--- config.mk ---
export PLATFORM = sky130hd
export DESIGN_NAME = win_scanner_flat
export DESIGN_NICKNAME = d
export VERILOG_FILES = /design/src/rtl/win_scanner_if.sv /design/src/rtl/win_scanner.sv /design/src/flat_wrapper.sv
export SDC_FILE = /design/constraint.sdc
export NUM_CORES = 1
export LEC_CHECK = 0
export ABC_AREA = 1
export BUFFER_PORTS_ARGS = -buffer_cell sky130_fd_sc_hd__buf_2
export CAP_MARGIN = 40
export CORE_UTILIZATION = 38
export CTS_BUF_LIST = sky130_fd_sc_hd__clkbuf_8
export CTS_CLUSTER_SIZE = 8
export DETAILED_ROUTE_END_ITERATION = 6
export GPL_TIMING_DRIVEN = 0
export PLACE_DENSITY_LB_ADDON = 0.1
export SETUP_SLACK_MARGIN = 0.05
export SYNTH_ARGS = -nofsm -noshare
export SYNTH_HDL_FRONTEND = slang
export SYNTH_SLANG_ARGS = --single-unit
--- constraint.sdc ---
create_clock -name clk -period 3.1 [get_ports clk]
set_input_delay 0.775 -clock clk [delete_from_list [all_inputs] [get_ports clk]]
set_output_delay 0.775 -clock clk [all_outputs]
set_load 0.05 [all_outputs]
--- src/rtl/win_scanner_if.sv ---
// Board and result signals of the tic-tac-toe win scanner.
// The master drives the board and start; the slave reports the scan result.
interface win_scanner_if;
  logic       start;
  logic [1:0] pos1, pos2, pos3, pos4, pos5, pos6, pos7, pos8, pos9;
  logic       busy;
  logic       done;
  logic [1:0] winner;
  logic [2:0] win_line;
  logic       draw;
  logic       err;

  modport master (
    output start, pos1, pos2, pos3, pos4, pos5, pos6, pos7, pos8, pos9,
    input  busy, done, winner, win_line, draw, err
  );

  modport slave (
    input  start, pos1, pos2, pos3, pos4, pos5, pos6, pos7, pos8, pos9,
    output busy, done, winner, win_line, draw, err
  );
endinterface

--- src/rtl/win_scanner.sv ---
// Snapshots a 3x3 board on start, then checks one line per cycle for a win,
// reporting winner/line, draw or an invalid board with a one-cycle done pulse.
module win_scanner #(
  parameter bit STOP_ON_WIN = 1'b1
) (
  input logic          clk,
  input logic          rst,
  win_scanner_if.slave bus
);

  typedef enum logic [1:0] {IDLE, SNAP, SCAN, DONE} state_t;

  state_t     state_reg;
  logic [1:0] snap_reg [9];
  logic [2:0] line_idx_reg;
  logic       busy_reg;
  logic       done_reg;
  logic [1:0] winner_reg;
  logic [2:0] win_line_reg;
  logic       draw_reg;
  logic       err_reg;

  logic [1:0] pos_in [9];
  logic [8:0] cell_bad;
  logic [8:0] cell_set;

  assign pos_in[0] = bus.pos1;
  assign pos_in[1] = bus.pos2;
  assign pos_in[2] = bus.pos3;
  assign pos_in[3] = bus.pos4;
  assign pos_in[4] = bus.pos5;
  assign pos_in[5] = bus.pos6;
  assign pos_in[6] = bus.pos7;
  assign pos_in[7] = bus.pos8;
  assign pos_in[8] = bus.pos9;

  genvar gi;
  generate
    for (gi = 0; gi < 9; gi++) begin : g_cell
      assign cell_bad[gi] = (pos_in[gi] == 2'b11);
      assign cell_set[gi] = (snap_reg[gi] != 2'b00);
    end
  endgenerate

  logic [3:0] idx_a, idx_b, idx_c;
  logic [1:0] cell_a, cell_b, cell_c;
  logic       line_win;
  logic [1:0] winner_next;
  logic [2:0] win_line_next;
  logic       err_next;
  logic       scan_last;
  logic       draw_next;

  always_comb begin
    idx_a = 4'd0;
    idx_b = 4'd1;
    idx_c = 4'd2;
    case (line_idx_reg)
      3'd0: begin idx_a = 4'd0; idx_b = 4'd1; idx_c = 4'd2; end
      3'd1: begin idx_a = 4'd3; idx_b = 4'd4; idx_c = 4'd5; end
      3'd2: begin idx_a = 4'd6; idx_b = 4'd7; idx_c = 4'd8; end
      3'd3: begin idx_a = 4'd0; idx_b = 4'd3; idx_c = 4'd6; end
      3'd4: begin idx_a = 4'd1; idx_b = 4'd4; idx_c = 4'd7; end
      3'd5: begin idx_a = 4'd2; idx_b = 4'd5; idx_c = 4'd8; end
      3'd6: begin idx_a = 4'd0; idx_b = 4'd4; idx_c = 4'd8; end
      default: begin idx_a = 4'd2; idx_b = 4'd4; idx_c = 4'd6; end
    endcase

    cell_a   = snap_reg[idx_a];
    cell_b   = snap_reg[idx_b];
    cell_c   = snap_reg[idx_c];
    line_win = (cell_a != 2'b00) && (cell_a == cell_b) && (cell_b == cell_c);

    winner_next   = winner_reg;
    win_line_next = win_line_reg;
    err_next      = err_reg;
    // Once a conflict is flagged the result is frozen for the rest of the scan.
    if (line_win && !err_reg) begin
      if (winner_reg == 2'b00) begin
        winner_next   = cell_a;
        win_line_next = line_idx_reg;
      end else if (winner_reg != cell_a) begin
        err_next      = 1'b1;
        winner_next   = 2'b00;
        win_line_next = 3'd0;
      end
    end

    scan_last = (line_idx_reg == 3'd7) || (STOP_ON_WIN && line_win);
    draw_next = (&cell_set) && (winner_next == 2'b00) && !err_next;
  end

  always_ff @(posedge clk or negedge rst) begin
    if (!rst) begin
      state_reg    <= IDLE;
      line_idx_reg <= 3'd0;
      for (int i = 0; i < 9; i++) snap_reg[i] <= 2'b00;
      busy_reg     <= 1'b0;
      done_reg     <= 1'b0;
      winner_reg   <= 2'b00;
      win_line_reg <= 3'd0;
      draw_reg     <= 1'b0;
      err_reg      <= 1'b0;
    end else begin
      case (state_reg)
        IDLE: begin
          done_reg <= 1'b0;
          if (bus.start) begin
            state_reg    <= SNAP;
            busy_reg     <= 1'b1;
            winner_reg   <= 2'b00;
            win_line_reg <= 3'd0;
            draw_reg     <= 1'b0;
            err_reg      <= 1'b0;
          end
        end
        SNAP: begin
          for (int i = 0; i < 9; i++) snap_reg[i] <= pos_in[i];
          line_idx_reg <= 3'd0;
          if (|cell_bad) begin
            err_reg   <= 1'b1;
            busy_reg  <= 1'b0;
            done_reg  <= 1'b1;
            state_reg <= DONE;
          end else begin
            state_reg <= SCAN;
          end
        end
        SCAN: begin
          winner_reg   <= winner_next;
          win_line_reg <= win_line_next;
          err_reg      <= err_next;
          if (scan_last) begin
            draw_reg  <= draw_next;
            busy_reg  <= 1'b0;
            done_reg  <= 1'b1;
            state_reg <= DONE;
          end else begin
            line_idx_reg <= line_idx_reg + 3'd1;
          end
        end
        default: begin
          done_reg  <= 1'b0;
          state_reg <= IDLE;
        end
      endcase
    end
  end

  assign bus.busy     = busy_reg;
  assign bus.done     = done_reg;
  assign bus.winner   = winner_reg;
  assign bus.win_line = win_line_reg;
  assign bus.draw     = draw_reg;
  assign bus.err      = err_reg;

endmodule

--- src/flat_wrapper.sv ---
// flat-port wrapper written by rule: the top's interface ports become plain ports
module win_scanner_flat 
#(
  parameter bit STOP_ON_WIN = 1'b1
)
  (clk, rst, bus_start, bus_pos1, bus_pos2, bus_pos3, bus_pos4, bus_pos5, bus_pos6, bus_pos7, bus_pos8, bus_pos9, bus_busy, bus_done, bus_winner, bus_win_line, bus_draw, bus_err);
  win_scanner_if bus_i ();
  input logic clk;
  input logic rst;
  input wire logic [$bits(bus_i.start)-1:0] bus_start;
  input wire logic [$bits(bus_i.pos1)-1:0] bus_pos1;
  input wire logic [$bits(bus_i.pos2)-1:0] bus_pos2;
  input wire logic [$bits(bus_i.pos3)-1:0] bus_pos3;
  input wire logic [$bits(bus_i.pos4)-1:0] bus_pos4;
  input wire logic [$bits(bus_i.pos5)-1:0] bus_pos5;
  input wire logic [$bits(bus_i.pos6)-1:0] bus_pos6;
  input wire logic [$bits(bus_i.pos7)-1:0] bus_pos7;
  input wire logic [$bits(bus_i.pos8)-1:0] bus_pos8;
  input wire logic [$bits(bus_i.pos9)-1:0] bus_pos9;
  output wire logic [$bits(bus_i.busy)-1:0] bus_busy;
  output wire logic [$bits(bus_i.done)-1:0] bus_done;
  output wire logic [$bits(bus_i.winner)-1:0] bus_winner;
  output wire logic [$bits(bus_i.win_line)-1:0] bus_win_line;
  output wire logic [$bits(bus_i.draw)-1:0] bus_draw;
  output wire logic [$bits(bus_i.err)-1:0] bus_err;
  assign bus_i.start = bus_start;
  assign bus_i.pos1 = bus_pos1;
  assign bus_i.pos2 = bus_pos2;
  assign bus_i.pos3 = bus_pos3;
  assign bus_i.pos4 = bus_pos4;
  assign bus_i.pos5 = bus_pos5;
  assign bus_i.pos6 = bus_pos6;
  assign bus_i.pos7 = bus_pos7;
  assign bus_i.pos8 = bus_pos8;
  assign bus_i.pos9 = bus_pos9;
  assign bus_busy = bus_i.busy;
  assign bus_done = bus_i.done;
  assign bus_winner = bus_i.winner;
  assign bus_win_line = bus_i.win_line;
  assign bus_draw = bus_i.draw;
  assign bus_err = bus_i.err;
  win_scanner #(.STOP_ON_WIN(STOP_ON_WIN)) u_core (.clk(clk), .rst(rst), .bus(bus_i));
endmodule
# Word level (Yosys, flattened, before mapping)
# Cells that the tools add are included.
[classes] n_lt_le_gt_ge=3 eq_ne=27 mux=42 n_addsub=1 reduce_logical=37 bitwise_logic=3
[ops] cell="binary-select mux 2 bit (select 4 bit)" count=3
[ops] cell="2-to-1 mux 2 bit" count=12
[ops] cell="case mux 3 bit (4 select lines)" count=2
[ops] cell="nonzero test 2 bit" count=12
[ops] cell="== test 2 bit, second input constant" count=10
[ops] cell="case mux 4 bit (4 select lines)" count=1
[ops] cell="greater-or-equal comparator 5 bit, second input constant" count=3
[ops] cell="2-to-1 mux 3 bit" count=5
[ops] cell="== test 3 bit, second input constant" count=4
[ops] cell="case mux 3 bit (2 select lines)" count=2
[ops] cell="2-to-1 mux 1 bit" count=11
[ops] cell="inverter 3 -> 5 bit" count=2
[ops] cell="AND reduction 9 bit" count=1
[ops] cell="OR reduction 9 bit" count=1
[ops] cell="AND reduction 2 bit" count=4
[ops] cell="AND reduction 4 bit" count=2
[ops] cell="== test 3 x 2 -> 1 bit, second input constant" count=2
[ops] cell="logical NOT 2 bit" count=3
[ops] cell="!= test 2 x 1 -> 1 bit, second input constant" count=3
[ops] cell="case mux 1 bit (3 select lines)" count=2
[ops] cell="case mux 2 bit (3 select lines)" count=1
[ops] cell="AND reduction 3 bit" count=2
[ops] cell="OR reduction 3 bit" count=2
[ops] cell="logical AND 1 bit" count=5
[ops] cell="other kinds (14)" count=18
[word_totals] register_bits=32 in_bits=21

# Depth between registers and ports, before layout
[depth] depth_word=17 ltp_mapped=20

# Worst setup path after synthesis
# No wires, ideal clock.
[synth_timing] kind="reg2reg" startpoint="reg u_core.line_idx_reg[0]" endpoint="reg u_core.win_line_reg[0], in the netlist u_core.bus.win_line[0]" required_ns=2.975 t_arrival_ns=2.052 path_stages_with_launch=19 setup_slack_ns=0.924 synth_period_minus_slack_ns=2.176 cell_sequence="dfrtp_1 ha_1 ha_1 nor2_1 nand3_1 nand2_1 inv_1 nand2_2 nand2_2 nor2_4 nand2_1 nor2_1 nand2_1 nand2_2 nand3_2 nand2_1 nand3_2 nand2_1 o21ai_1"
[synth_between] elab_chain_len=13 word_cells_on_any_way=37
[synth_lines] item="from (decl)" line_no="win_scanner.sv:15" text="logic [2:0] line_idx_reg;"
[synth_lines] item="from (signal assigned)" line_no="win_scanner.sv:139" text="line_idx_reg <= line_idx_reg + 3'd1;"
[synth_lines] item="== test 3 x 2 -> 1 bit (tied with other cells)" line_no="win_scanner.sv:58" text="case (line_idx_reg)"
[synth_lines] item="OR reduction 3 bit (no line)"
[synth_lines] item="case mux 3 bit (4 select lines)" line_no="win_scanner.sv:58"
[synth_lines] item="inverter 3 -> 5 bit (implied by the code)" line_no="win_scanner.sv:69" text="cell_a = snap_reg[idx_a];"
[synth_lines] item="binary-select mux 2 bit (select 4 bit)" line_no="win_scanner.sv:69"
[synth_lines] item="2-to-1 mux 2 bit (implied by the code) (2 in a row)" line_no="win_scanner.sv:69"
[synth_lines] item="== test 2 bit / nonzero test 2 bit (equally long branches)" line_no="win_scanner.sv:72" text="line_win = (cell_a != 2'b00) && (cell_a == cell_b) && (cell_b == cell_c);"
[synth_lines] item="logical AND 1 bit (2 in a row)" line_no="win_scanner.sv:72"
[synth_lines] item="logical AND 1 bit" line_no="win_scanner.sv:78" text="if (line_win && !err_reg) begin"
[synth_lines] item="!= test 2 x 1 -> 1 bit (no line)"
[synth_lines] item="AND reduction 4 bit (no line)"
[synth_lines] item="to (signal assigned)" line_no="win_scanner.sv:131" text="win_line_reg <= win_line_next;"
[synth_lines] item="to (decl)" line_no="win_scanner.sv:19" text="logic [2:0] win_line_reg;"
# Parallel ways exist; a longest one is shown, timed or not. The select of a mux whose other input is x is not followed.
# A chain may end at the register's enable or synchronous reset.

# Worst setup path after layout
[layout_timing] startpoint="reg u_core.line_idx_reg[0]" endpoint="reg u_core.draw_reg, in the netlist u_core.bus.draw"
[layout_between] elab_chain_len=17 word_cells_on_any_way=47
[layout_lines] item="== test 3 x 2 -> 1 bit (tied with other cells)" line_no="win_scanner.sv:58"
[layout_lines] item="OR reduction 3 bit (no line)"
[layout_lines] item="case mux 3 bit (4 select lines)" line_no="win_scanner.sv:58"
[layout_lines] item="inverter 3 -> 5 bit (implied by the code)" line_no="win_scanner.sv:69"
[layout_lines] item="binary-select mux 2 bit (select 4 bit)" line_no="win_scanner.sv:69"
[layout_lines] item="2-to-1 mux 2 bit (implied by the code) (2 in a row)" line_no="win_scanner.sv:69"
[layout_lines] item="== test 2 bit / nonzero test 2 bit (equally long branches)" line_no="win_scanner.sv:72"
[layout_lines] item="logical AND 1 bit (2 in a row)" line_no="win_scanner.sv:72"
[layout_lines] item="logical AND 1 bit" line_no="win_scanner.sv:78"
[layout_lines] item="2-to-1 mux 2 bit" line_no="win_scanner.sv:78"
[layout_lines] item="logical NOT 2 bit" line_no="win_scanner.sv:90" text="draw_next = (&cell_set) && (winner_next == 2'b00) && !err_next;"
[layout_lines] item="logical AND 1 bit (2 in a row)" line_no="win_scanner.sv:90"
[layout_lines] item="2-to-1 mux 1 bit" line_no="win_scanner.sv:133" text="if (scan_last) begin"
[layout_lines] item="case mux 1 bit (2 select lines)" line_no="win_scanner.sv:105" text="case (state_reg)"
[layout_lines] item="to (signal assigned)" line_no="win_scanner.sv:134" text="draw_reg <= draw_next;"
[layout_lines] item="to (decl)" line_no="win_scanner.sv:20" text="logic draw_reg;"
# Parallel ways exist; a longest one is shown, timed or not. The select of a mux whose other input is x is not followed.

==> impl_metrics.json <==
{
  "status": "complete, no violations",
  "end_kind": "flip-flop",
  "clock_path_buffers": 2,
  "antenna_found_initial": 0,
  "clkLatencyLatePin_ns": 0.28,
  "final_cell_mix": "nand2_1, inv_1, nand3_1",
  "rrSetupSlack_ns": 0.44,
  "final_common_cell": "nand2_1",
  "cp_slowest_cell": "dfrtp_1",
  "synth_cells": 352,
  "drv_cap": 0,
  "maxSlewViolCount": 0,
  "avgSynthCellArea_um2": 6.686,
  "die_x_um": 80.70,
  "ir_drop_uv": 502.4,
  "via_per_inst": 5.009,
  "cpMostUsedCell": "nand2_1",
  "largest_register_ffs": 18,
  "endpoint": "u_core.bus.draw",
  "grt_pass1_wl_mm": 10.34,
  "die_area_um2": 6512,
  "placementRows": 28,
  "drive_gt1_share_pct": 14.69,
  "critical_path.max_stage_delay_ns": 0.40,
  "fill_cells": 649,
  "ys.flop_type": "dfrtp_1",
  "post-route-period-util_pct": 85.90,
  "slew_headroom_pct": 40.79,
  "r2r-start": "u_core.line_idx_reg[0]",
  "worstSetupPathType": "reg -> reg",
  "gr-total-overflow": 0,
  "skew_ns": 0.007674,
  "synthArstFlopShare_pct": 100.0,
  "first_pass_iters": 4,
  "hpwl_mm": 4.954,
  "min_period_ns": 2.663,
  "holdWs_ns": 0.4810,
  "cts_tree": "built",
  "synthDistinctLibCells": 24,
  "synth-edff-count": 0,
  "routabilityCongestion": 0.8553,
  "fmax_mhz": 375.5,
  "cts_setup_buffers": 0,
  "crit_fanout": 10,
  "register_area_um2": 800.8,
  "clockRootBuffer": "clkbuf_8",
  "fin_ws_ns": 0.4371,
  "finalSetupViolations": 0,
  "grt_max_degree": 33,
  "numCtsBuffers": 5,
  "wl_per_cell_um": 13.02,
  "synth_area_um2": 2354,
  "grt_pass1_vias": 2187,
  "die_height_um": 80.70,
  "drc_errors": 0,
  "ys_ff_latch": 32,
  "timing.rr.end": "u_core.bus.draw",
  "final_antenna_net_count": 0,
  "rr_worst_depth": 17,
  "htree_levels": 2,
  "rsz0062_at_grt": "false",
  "p_leak_nw": 1.449,
  "nNetsFinal": 421,
  "yosysWarnings": 0,
  "core-area_um2": 5956,
  "clk_pin_slew_worst_paths_ns": 0.07,
  "ctsHoldBuffers": 0,
  "worstSetupPathDepth": 17,
  "cp_cell_sequence": "inv_1, ha_1, clkbuf_1, inv_1, nand3_1, nand3_1, nand2_1, nand2_1, nand2_1, nand2_1, nand2_2, nand3_2, nand2_1, nand2_1, nor2_1, nand2_1, nand2_1",
  "fin_tns_setup_ns": 0,
  "clock_sinks": 32,
  "wl_mm": 6.030,
  "port_buffers": 29,
  "worstPathArrival_ns": 2.89,
  "syn2layout_area_growth_pct": 13.45,
  "cts_resized": 0,
  "pin_count": 30,
  "track_usage_pct": 21.13,
  "startpoint": "u_core.line_idx_reg[0]",
  "critPathBufInv": 3,
  "finalHoldViolations": 0,
  "start_util_pct": 39.52,
  "place_ws_ns": 0.4804,
  "syn_nets": 385,
  "min_path_type": "reg -> reg",
  "tightest_slew_ns": 0.8657,
  "yosysSeqAreaShare_pct": 34.02,
  "via_count": 2319,
  "antennaDiodeCount": 0,
  "crit_family": "simple AND/OR/NAND/NOR gates",
  "powerDensity_nw_per_um2": 1252,
  "crit_required_ns": 3.33,
  "dr.first_iter.drc_count": 149,
  "setup.worst_path.start_class": "flip-flop",
  "multi_input_area_um2": 1355
}
cells in the mapped netlist, types with 3 or more instances:
master    number  share of area (%)
a21oi_1        6                1.3
clkbuf_1       5               0.80
dfrtp_1       32                 34
ha_1          12                6.4
inv_1         46                7.3
nand2_1      119                 19
nand2_2       12                3.2
nand2_4        3                1.4
nand3_1       42                8.9
nand4_1        6                1.6
nor2_1        18                2.9
o21ai_0       27                5.7
o21ai_1        8                1.7
o22ai_1        4                1.1
worst reg2reg max path, delay by kind of cell, from the launching register on:
family                     cells  cell delay (ns)
DFF                            1             0.40
and+or+nand+nor               13             1.18
buffers and inverters          3             0.71
adders and majority gates      1             0.31
how the worst min path moves through the flow:
stage | from | end | slack, ns | depth (start not counted)
finish | u_core.bus.draw | u_core.bus.draw | 0.48 | 2
global route | u_core.bus.draw | u_core.bus.draw | 0.50 | 2
CTS | u_core.bus.draw | u_core.bus.draw | 0.48 | 2
detailed placement | u_core.bus.draw | u_core.bus.draw | 0.46 | 2
global placement | u_core.bus.draw | u_core.bus.draw | 0.46 | 2
floorplan | rst | u_core.bus.busy | 0.48 | 0
logic make-up (layout without fill, tap and decap cells):
family          Yosys count  after routing  synth area share (%)
fa+ha+maj                12             12                 6.379
compound gates           49             49                 11.22
buf+inv                  52             88                 8.400
flops                    32             32                 34.02
simple gates            207            207                 39.98
power by group:
group / total, mW / internal, mW / leakage [nW] / switching, mW
clock: 0.296 / 0.149 / 0.0452 / 0.147
sequential: 0.744 / 0.603 / 0.406 / 0.140
combinational: 2.30 / 0.698 / 0.998 / 1.60
total: 3.34 / 1.45 / 1.45 / 1.89
metal layers:
metal  track usage [%]  up-vias  wire, um
met2             32.97       39      2725
met5                 0        -         0
li1                  -     1203         -
met4             5.357        0        65
met3             3.750        6       260
met1             30.09     1071      2980
stage by stage:
stage / cells / power (mW) / utilization [%] / area [um2]
global placement: 456 / 3.035 / 43.53 / 2592
global route: 463 / 3.733 / 44.83 / 2670
finish: 463 / 3.342 / 44.83 / 2670
floorplan: 352 / 2.500 / - / 2354
CTS: 463 / 3.351 / 44.83 / 2670
detailed placement: 456 / 3.042 / 43.53 / 2592
final cells by class:
| type | count | share of cell area (%) |
|---|---|---|
| Clock buffer | 5 | 2.577 |
| Clock inverter | 2 | 0.3280 |
| Buffer | 5 | 0.7029 |
| Sequential cell | 32 | 29.99 |
| Tap cell | 75 | 3.515 |
| Multi-Input combinational cell | 268 | 50.75 |
| Inverter | 47 | 6.701 |
| Timing Repair Buffer | 29 | 5.436 |
Power figures use the tool's default switching activity.
